`src/rtl/mem_arbiter_pkg.sv`:
```
// Shared definitions for the two-master memory arbiter: FSM states, grant IDs
// and the round-robin pick rule used by rr_arb2.
package mem_arbiter_pkg;

  typedef enum logic [1:0] {
    IDLE = 2'd0,
    ACC  = 2'd1,
    RD   = 2'd2
  } state_t;

  localparam logic GNT_CPU     = 1'b0;
  localparam logic GNT_DBG     = 1'b1;
  localparam int   NUM_MASTERS = 2;

  // On a tie the master that did not win last time goes first; a lone
  // requester always wins.
  function automatic logic rr_pick(input logic req0, input logic req1, input logic last);
    logic pick;
    if (req0 && req1) begin
      pick = ~last;
    end else if (req1) begin
      pick = GNT_DBG;
    end else begin
      pick = GNT_CPU;
    end
    return pick;
  endfunction

endpackage

```
`src/rtl/mem_arbiter_rr_arb2.sv`:
```
// Two-way round-robin decision over a single last-grant bit; purely combinational.
module rr_arb2
  import mem_arbiter_pkg::*;
(
  input  logic req0,
  input  logic req1,
  input  logic last,
  output logic gnt
);

  assign gnt = rr_pick(req0, req1, last);

endmodule

```
`src/rtl/mem_arbiter.sv`:
```
// Arbitrates a CPU and a debug master onto one single-port synchronous RAM.
// Each access runs IDLE -> ACC -> RD and finishes with a one-cycle ack pulse.
module mem_arbiter
  import mem_arbiter_pkg::*;
#(
  parameter int WIDTH     = 32,
  parameter int ADDR_SIZE = 16
) (
  input  logic                 clk,
  input  logic                 reset,
  input  logic                 cpu_req,
  input  logic                 cpu_wen,
  input  logic [ADDR_SIZE-1:0] cpu_addr,
  input  logic [WIDTH-1:0]     cpu_wdata,
  output logic                 cpu_ack,
  output logic [WIDTH-1:0]     cpu_rdata,
  input  logic                 dbg_req,
  input  logic                 dbg_wen,
  input  logic [ADDR_SIZE-1:0] dbg_addr,
  input  logic [WIDTH-1:0]     dbg_wdata,
  output logic                 dbg_ack,
  output logic [WIDTH-1:0]     dbg_rdata,
  output logic                 ram_cs,
  output logic                 ram_wen,
  output logic [ADDR_SIZE-1:0] ram_addr,
  output logic [WIDTH-1:0]     ram_din,
  input  logic [WIDTH-1:0]     ram_dout
);

  state_t                 state_reg, state_next;
  logic                   last_reg;
  logic                   win_reg;
  logic                   wen_reg;
  logic [ADDR_SIZE-1:0]   addr_reg;
  logic [WIDTH-1:0]       wdata_reg;
  logic                   gnt;
  logic                   grant_en;
  logic                   rd_done;
  logic                   any_ack;

  logic [NUM_MASTERS-1:0] ack_reg;
  logic [WIDTH-1:0]       rdata_reg [NUM_MASTERS];

  rr_arb2 u_rr_arb2 (
    .req0 (cpu_req),
    .req1 (dbg_req),
    .last (last_reg),
    .gnt  (gnt)
  );

  // An ack still on the wire blocks a new grant, giving the master a cycle to drop req.
  assign any_ack = |ack_reg;

  always_comb begin
    state_next = state_reg;
    grant_en   = 1'b0;
    rd_done    = 1'b0;
    ram_cs     = 1'b0;
    ram_wen    = 1'b0;
    case (state_reg)
      IDLE: begin
        if ((cpu_req || dbg_req) && !any_ack) begin
          grant_en   = 1'b1;
          state_next = ACC;
        end
      end
      ACC: begin
        ram_cs     = 1'b1;
        ram_wen    = wen_reg;
        state_next = RD;
      end
      RD: begin
        rd_done    = 1'b1;
        state_next = IDLE;
      end
      default: begin
        state_next = IDLE;
      end
    endcase
  end

  assign ram_addr = addr_reg;
  assign ram_din  = wdata_reg;

  always_ff @(posedge clk) begin
    if (reset) begin
      state_reg <= IDLE;
      last_reg  <= GNT_DBG;
      win_reg   <= GNT_CPU;
      wen_reg   <= 1'b0;
      addr_reg  <= '0;
      wdata_reg <= '0;
    end else begin
      state_reg <= state_next;
      if (grant_en) begin
        win_reg   <= gnt;
        last_reg  <= gnt;
        wen_reg   <= (gnt == GNT_DBG) ? dbg_wen   : cpu_wen;
        addr_reg  <= (gnt == GNT_DBG) ? dbg_addr  : cpu_addr;
        wdata_reg <= (gnt == GNT_DBG) ? dbg_wdata : cpu_wdata;
      end
    end
  end

  // Per-master completion: ack pulses for one cycle, rdata only moves on reads.
  generate
    for (genvar gi = 0; gi < NUM_MASTERS; gi++) begin : g_master
      always_ff @(posedge clk) begin
        if (reset) begin
          ack_reg[gi]   <= 1'b0;
          rdata_reg[gi] <= '0;
        end else begin
          ack_reg[gi] <= rd_done && (win_reg == 1'(gi));
          if (rd_done && (win_reg == 1'(gi)) && !wen_reg) begin
            rdata_reg[gi] <= ram_dout;
          end
        end
      end
    end
  endgenerate

  assign cpu_ack   = ack_reg[GNT_CPU];
  assign dbg_ack   = ack_reg[GNT_DBG];
  assign cpu_rdata = rdata_reg[GNT_CPU];
  assign dbg_rdata = rdata_reg[GNT_DBG];

endmodule

```
`config.mk`:
```
export PLATFORM = sky130hd
export DESIGN_NAME = mem_arbiter
export DESIGN_NICKNAME = d
export VERILOG_FILES = /design/src/rtl/mem_arbiter_pkg.sv /design/src/rtl/mem_arbiter_rr_arb2.sv /design/src/rtl/mem_arbiter.sv
export SDC_FILE = /design/constraint.sdc
export NUM_CORES = 1
export LEC_CHECK = 0
export BUFFER_PORTS_ARGS = -buffer_cell sky130_fd_sc_hd__buf_2
export CORE_MARGIN = 3
export CORE_UTILIZATION = 41
export CTS_CLUSTER_SIZE = 40
export DETAILED_ROUTE_END_ITERATION = 7
export PLACE_DENSITY_LB_ADDON = 0.15
export SETUP_SLACK_MARGIN = 0.1
export SLEW_MARGIN = 40
export SYNTH_ARGS = -nofsm -noshare
export SYNTH_HDL_FRONTEND = slang
export SYNTH_HIERARCHICAL = 1
export SYNTH_SLANG_ARGS = --single-unit
```
`constraint.sdc`:
```
create_clock -name clk -period 3.25 [get_ports clk]
set_input_delay 0.4875 -clock clk [delete_from_list [all_inputs] [get_ports clk]]
set_output_delay 0.4875 -clock clk [all_outputs]
set_load 0.005 [all_outputs]
```
==> results of run 1 <==
==> cells by family (layout without fill, tap and decap cells) <==
family / Yosys count / in the layout / synth area share [%]
flops: 119 / 119 / 62.2
compound gates: 103 / 103 / 13.4
simple gates: 81 / 81 / 11.0
buf+inv: 36 / 291 / 3.32
mux: 49 / 49 / 10.1
==> cell usage after synthesis, drive strengths merged, types with 2 or more instances <==
master,count,share of area (%)
and2,66,8.5
edfxtp,64,40
dfxtp,55,23
a211oi,49,7.6
a21oi,49,5.0
mux2i,49,10
clkbuf,19,1.6
buf,16,1.6
nor2,3,0.39
nand2b,2,0.26
nor2b,2,0.26
nor3,2,0.44
o21bai,2,0.31
==> power by group through the flow <==
stage | Clock (uW) | Combinational (uW) | Sequential (uW)
2_1_floorplan | 0 | 281 | 1810
3_3_place_gp | 0 | 551 | 1800
3_5_place_dp | 0 | 576 | 1800
4_1_cts | 1880 | 576 | 1770
5_1_grt | 1940 | 630 | 1790
6_report | 1840 | 568 | 1770
==> worst paths after layout <==
kind                       to          from  cells past startpoint
max                   ram_wen  state_reg[0]                      3
min          rdata_reg[1][31]  ram_dout[31]                      2
max reg2reg  rdata_reg[0][13]  state_reg[1]                      3
min reg2reg       ram_din[25]   ram_din[25]                      2
==> per-stage QoR <==
step | worst slack (ps) | util (%) | std cells | hold slack [ps]
floorplan | 453 | - | 388 | 457
global placement | 1220 | 54.0 | 752 | 503
detailed placement | 1180 | 54.4 | 754 | 511
CTS | 1240 | 59.6 | 786 | 364
global route | 1180 | 59.6 | 786 | 367
finish | 1300 | 59.6 | 786 | 381
==> per-layer routing <==
metal	vias to the layer above	global-route usage (%)
met5	-	0
met4	0	5.40
met3	16	6.84
met2	181	28.7
met1	1781	23.2
li1	1910	-
==> layout make-up <==
class,count,area (um^2)
Timing Repair Buffer,258,1350
Tap cell,143,179
Sequential cell,119,3020
Clock inverter,14,159
Clock buffer,18,429
Multi-Input combinational cell,233,1710
Inverter,1,3.75
Fill cell,951,4660
==> results.cfg, run 1 <==
[placed_design]
post-dp-hpwl_um = 8770
portBuffers = 249
gp_congestion = 0.738
placed_cell_area_mm2 = 0.00627

[logic_synthesis]
ys_seq_elements = 119
synth_seq_area_share_pct = 62.2
synth_edf_count = 64
synth-async-reset-ratio_pct = 0
yosys_warnings = 6
syn_nets = 522
synth_flop_cell = edfxtp_1
yosysUniqueCellTypes = 26
syn_area_mm2 = 0.00486
avgSynthCellArea_um2 = 12.5
syn_inst = 388

[critical_path]
arrival_ps = 1460
worst_ep_required_time_ps = 2760
cp-start-kind = flip-flop
endpoint_kind = output port
path_cells = nor2b_1 > and2_1 > buf_2
crit_type = flip-flop to output port
cp_max_fo = 4
r2r_slack_ps = 1380
slowest_delay_ps = 390
crit_slowest_cell = dfxtp_1
crit_family = simple AND/OR/NAND/NOR gates
critPathBufInv = 1

[detailed_routing]
dr_total_vias = 3888
viasPerCell = 4.95
wl_per_cell_um = 15.7
wl_um = 12400
final_antenna_net_count = 0
drcViolationCount = 0
dr_wl_met3_um = 1100
drt_iter0_markers = 184
drt_first_pass_iters = 4
wl_met1_um = 5300
dr.max_layer_used = met4
wl_met2_um = 5760

[cts]
cts-root-buf = clkbuf_16
htree_levels = 4
clk_pin_slew_ps = 50
postCtsSetupBuffers = 0
cts_tree = done
cts_hold_buf = 0
post_cts_resized = 0
cts_buffers = 17
ctsLongestPathBuffers = 2
insertion_delay_ps = 400
numClockSinks = 119

[die]
coreArea_mm2 = 0.0115
rows = 39
die_h_um = 115
chipWidth_um = 115
start_util_pct = 42.2
io_pins = 250
dieArea_mm2 = 0.0132

[sta]
min_period_ps = 1950
setup_viol = 0
final_max_slew_viol_count = 0
finClkSkew_ps = 10.6
hold_violations = 0
max_freq_mhz = 513
tightestPinTransition_ps = 577
maxSlewHeadroom_pct = 61.5
finalCritPeriodShare_pct = 60.0
rsz0062_at_grt = false
tns_ps = 0

[power_and_ir_drop]
netSwitchingFraction_pct = 23.9
clkPwrFrac_pct = 44.0
total_power_uw = 4180
p_int_uw = 3180
peakVddDrop_mv = 0.284
pwr-share-seq_pct = 42.4
pwr-share-comb_pct = 13.6
p_leak_uw = 0.00314
power_switching_uw = 1000
power_density_mw_per_mm2 = 609

[hold_path]
hp-class = input pin to flip-flop

[finish]
largest_register_ffs = 64
n_antenna_cell = 0
final_cell_mix = 249 x buf_2, 65 x and2_1, 64 x edfxtp_1
synthToLayoutAreaGrowth_pct = 41.0
final_common_cell = buf_2
nets = 764
drive_gt1_share_pct = 46.2
postLayoutCellArea_mm2 = 0.00686

[global_route]
grt_pass1_wl_um = 18800
grt_start_max_net_pins = 53
grtUsageTotal_pct = 18.1
grt_pass1_vias = 3748
grt-ovfl-total = 0
grt_antenna_before_repair = 0

[run_status]
status = completed

[job]
cap_violations = 0
Power figures use the tool's default switching activity.
==> run 2, diff against run 1 <==
- clock period: 3.25 -> 1.8 ns (I/O delays scaled with it)
==> results.cfg, run 2 (same netlist as run 1, synthesis figures left out) <==
[run_status]
status = completed

[critical_path]
crit_type = flip-flop to flip-flop
endpoint_kind = flip-flop
arrival_ps = 1680
cp-start-kind = flip-flop
cp_max_fo = 13
worst_ep_required_time_ps = 1900

[sta]
max_freq_mhz = 633
finalCritPeriodShare_pct = 87.8
tns_ps = 0
min_period_ps = 1580
setup_viol = 0
hold_violations = 0
maxSlewHeadroom_pct = 71.4
finClkSkew_ps = 9.97
final_max_slew_viol_count = 0
rsz0062_at_grt = false
postLayoutSetupSlackWorst_ps = 219
hold_ws_ps = 153
tightestPinTransition_ps = 429

[cts]
cts_buffers = 17
cts_tree = done
insertion_delay_ps = 410
cts_hold_buf = 0
ctsLongestPathBuffers = 2
numClockSinks = 119
post_cts_resized = 0
cts-root-buf = clkbuf_16
htree_levels = 4
postCtsSetupBuffers = 0
clk_pin_slew_ps = 50

[finish]
nets = 772
final_common_cell = buf_2
layout.cells.non_filler = 792
final_cell_mix = 249 x buf_2, 65 x and2_1, 64 x edfxtp_1
fill_cells = 971
synthToLayoutAreaGrowth_pct = 42.0
drive_gt1_share_pct = 46.7
n_antenna_cell = 0
fin_util_pct = 60.0
largest_register_ffs = 64

[die]
rows = 39
chipWidth_um = 115
die_h_um = 115
io_pins = 250
dieArea_mm2 = 0.0132
start_util_pct = 42.2
coreArea_mm2 = 0.0115

[placed_design]
portBuffers = 249
gp_congestion = 0.743
dp.cells = 762
dp_slack_ps = 214
post-dp-hpwl_um = 9280

[global_route]
grt-ovfl-total = 0
grt_start_max_net_pins = 53
grt_pass1_vias = 3860
grtUsageTotal_pct = 18.9
grt_pass1_wl_um = 19300
grt_antenna_before_repair = 1

[detailed_routing]
dr_total_vias = 3889
drcViolationCount = 0
drt_first_pass_iters = 4
wl_per_cell_um = 16.0
wl_um = 12700
viasPerCell = 4.91
drt_iter0_markers = 267
final_antenna_net_count = 0

[hold_path]
hp-class = input pin to flip-flop

[job]
cap_violations = 0

[power_and_ir_drop]
power_density_mw_per_mm2 = 1070
p_leak_uw = 0.00317
peakVddDrop_mv = 0.475
[run 2: cell count changes in the layout (fill, tap and decap cells not counted), moves of 2 or more]
cell / previous run / this run
buf_12: 0 / 6
buf_16: 2 / 0
buf_4: 7 / 11
clkinv_4: 2 / 0
[run 2: area by class of cell]
class | instances | area, um^2 | area share [%]
Timing Repair Buffer | 266 | 1450 | 21.0
Multi-Input combinational cell | 233 | 1710 | 24.8
Clock inverter | 12 | 113 | 1.63
Sequential cell | 119 | 3020 | 43.8
Inverter | 1 | 3.75 | 0.0543
Clock buffer | 18 | 429 | 6.21
Tap cell | 143 | 179 | 2.59
[run 2: critical path: stages, from the launching register on]
cell and delay (ps):
dfxtp_2 360, or3b_4 460, o21bai_4 200, buf_4 250
[run 2: stage by stage]
| stage | total power, uW | cell area [um^2] |
|---|---|---|
| after floorplan | 3780 | 4890 |
| after global placement | 4310 | 6370 |
| after detailed placement | 4330 | 6370 |
| after CTS | 7440 | 6910 |
| after global routing | 7690 | 6910 |
| final | 7380 | 6910 |
[run 2: where the power goes]
part	internal [uW]	total, uW	switching [uW]
Clock	1990	3110	1120
Sequential	3090	3210	111
Combinational	523	1060	542
Total	5610	7380	1770
[run 2: per-layer routing]
metal / GRT usage, % / share of wire (%) / vias up
li1: - / - / 1923
met1: 21.9 / 40 / 1781
met2: 32.6 / 50 / 167
met3: 6.58 / 8.0 / 16
met4: 6.73 / 1.3 / 2
met5: 0 / 0.11 / -
[run 2: worst paths after layout]
path,startpoint,endpoint,slack [ps],depth (start not counted)
setup / recovery,state_reg[1],rdata_reg[0][6],220,3
hold / removal,ram_dout[21],rdata_reg[1][21],150,2
setup reg to reg,state_reg[1],rdata_reg[0][6],220,3
hold reg to reg,ram_addr[12],ram_addr[12],510,2
==> run 3, diff against run 2 <==
- clock period: 1.8 -> 1.55 ns (I/O delays scaled with it)
==> results.cfg, run 3 (same netlist as run 1, synthesis figures left out) <==
[critical_path]
crit_type = flip-flop to flip-flop
worst_ep_required_time_ps = 1810
arrival_ps = 1790
cp-start-kind = flip-flop
endpoint_kind = flip-flop
path_cells = or3b_4 > nor3_4 > buf_4 > buf_12 > and2_1
slowest_delay_ps = 460
crit_slowest_cell = or3b_4
cp_max_fo = 16
crit_family = simple AND/OR/NAND/NOR gates
critPathBufInv = 2

[global_route]
grt_start_max_net_pins = 38
grt_pass1_vias = 3812
grt-ovfl-total = 0
grt_pass1_wl_um = 19000
grt_antenna_before_repair = 1
grtUsageTotal_pct = 18.5

[cts]
numClockSinks = 119
ctsLongestPathBuffers = 2
cts_buffers = 17
insertion_delay_ps = 400
htree_levels = 4
cts_tree = done
clk_pin_slew_ps = 60
cts-root-buf = clkbuf_16

[placed_design]
dp_slack_ps = 32.1
post-dp-hpwl_um = 9380
placed_cell_area_mm2 = 0.00643
gp_congestion = 0.765
dp.cells = 765
portBuffers = 249

[power_and_ir_drop]
clkPwrFrac_pct = 43.9
p_leak_uw = 0.00337
pwr-share-comb_pct = 16.4
total_power_uw = 9380
p_int_uw = 7070
power_switching_uw = 2310
power_density_mw_per_mm2 = 1260
netSwitchingFraction_pct = 24.6
pwr-share-seq_pct = 39.7
peakVddDrop_mv = 0.633

[sta]
hold_ws_ps = 122
final_max_slew_viol_count = 0
max_freq_mhz = 655
finClkSkew_ps = 10.8
postLayoutSetupSlackWorst_ps = 24.4
hold_violations = 0
setup_viol = 0
min_period_ps = 1530
finalCritPeriodShare_pct = 98.4
maxSlewHeadroom_pct = 63.5
rsz0062_at_grt = true
tightestPinTransition_ps = 547

[detailed_routing]
dr_total_vias = 4009
wl_per_cell_um = 17.0
wl_um = 13700
final_antenna_net_count = 0
drt_first_pass_iters = 4
drcViolationCount = 0
viasPerCell = 4.97
drt_iter0_markers = 282

[finish]
multi_input_area_mm2 = 0.00194
final_cell_mix = 249 x buf_2, 64 x edfxtp_1, 53 x dfxtp_1
n_antenna_cell = 0
largest_register_ffs = 64
nets = 784
postLayoutCellArea_mm2 = 0.00746
drive_gt1_share_pct = 56.1
synthToLayoutAreaGrowth_pct = 53.3
final-seq-area_mm2 = 0.00303
final_common_cell = buf_2
layout.cells.non_filler = 806
fill_cells = 968

[hold_path]
hp-class = input pin to flip-flop

[job]
cap_violations = 0

[die]
io_pins = 250
coreArea_mm2 = 0.0115
start_util_pct = 42.2
dieArea_mm2 = 0.0132
chipWidth_um = 115
rows = 39
die_h_um = 115

[run_status]
status = completed
[run 3: changes by cell type in the layout (fill, tap and decap cells not counted), moves of 4 or more]
cell	delta
a211oi_1	-36
a211oi_2	+35
and2_1	-16
and2_4	+17
buf_6	+4
clkbuf_16	+5
clkinv_2	-5
[run 3: routing by layer]
layer,global-route usage [%],vias up,routed length [um]
met5,0,-,18
met4,6.73,2,137
met3,5.16,12,952
met2,32.0,166,7130
met1,22.1,1874,5440
li1,-,1955,-
[run 3: power groups by stage]
stage	combinational, uW	clock, uW	sequential [uW]
after detailed placement	1290	0	3780
after CTS	1290	4200	3720
after global routing	1670	4340	3750
after global placement	1260	0	3780
final	1530	4120	3720
after floorplan	596	0	3800
[run 3: stage by stage]
stage | utilization, % | setup TNS (ps)
5_1_grt | 64.7 | -307
6_report | 64.7 | 0
2_1_floorplan | - | -12810
3_5_place_dp | 55.8 | 0
3_3_place_gp | 55.8 | 0
4_1_cts | 61.3 | 0
[run 3: cell type report]
| cell class | instances | area share, % |
|---|---|---|
| timing repair buffer | 278 | 22.5 |
| inverter | 1 | 0.0503 |
| clock inverter | 14 | 2.63 |
| tap | 143 | 2.40 |
| multi-input combinational | 233 | 26.1 |
| clock buffer | 18 | 5.76 |
| sequential | 119 | 40.6 |
[run 3: worst paths after layout]
check	start	endpoint	slack, ps	cells past startpoint
worst max-delay path	state_reg[1]	rdata_reg[0][18]	20	5
worst min-delay path	ram_dout[11]	rdata_reg[0][11]	120	2
worst max register to register	state_reg[1]	rdata_reg[0][18]	20	5
worst min register to register	ram_din[7]	ram_din[7]	510	2
[run 3: timing repair]
action / CTS / global route
gates cloned: 0 / 6
buffers inserted: 0 / 3
gates resized for setup: 2 / 57
pin swaps: 0 / 1
endpoints found under the setup margin: 113 / 162
hold buffers: 0 / 0
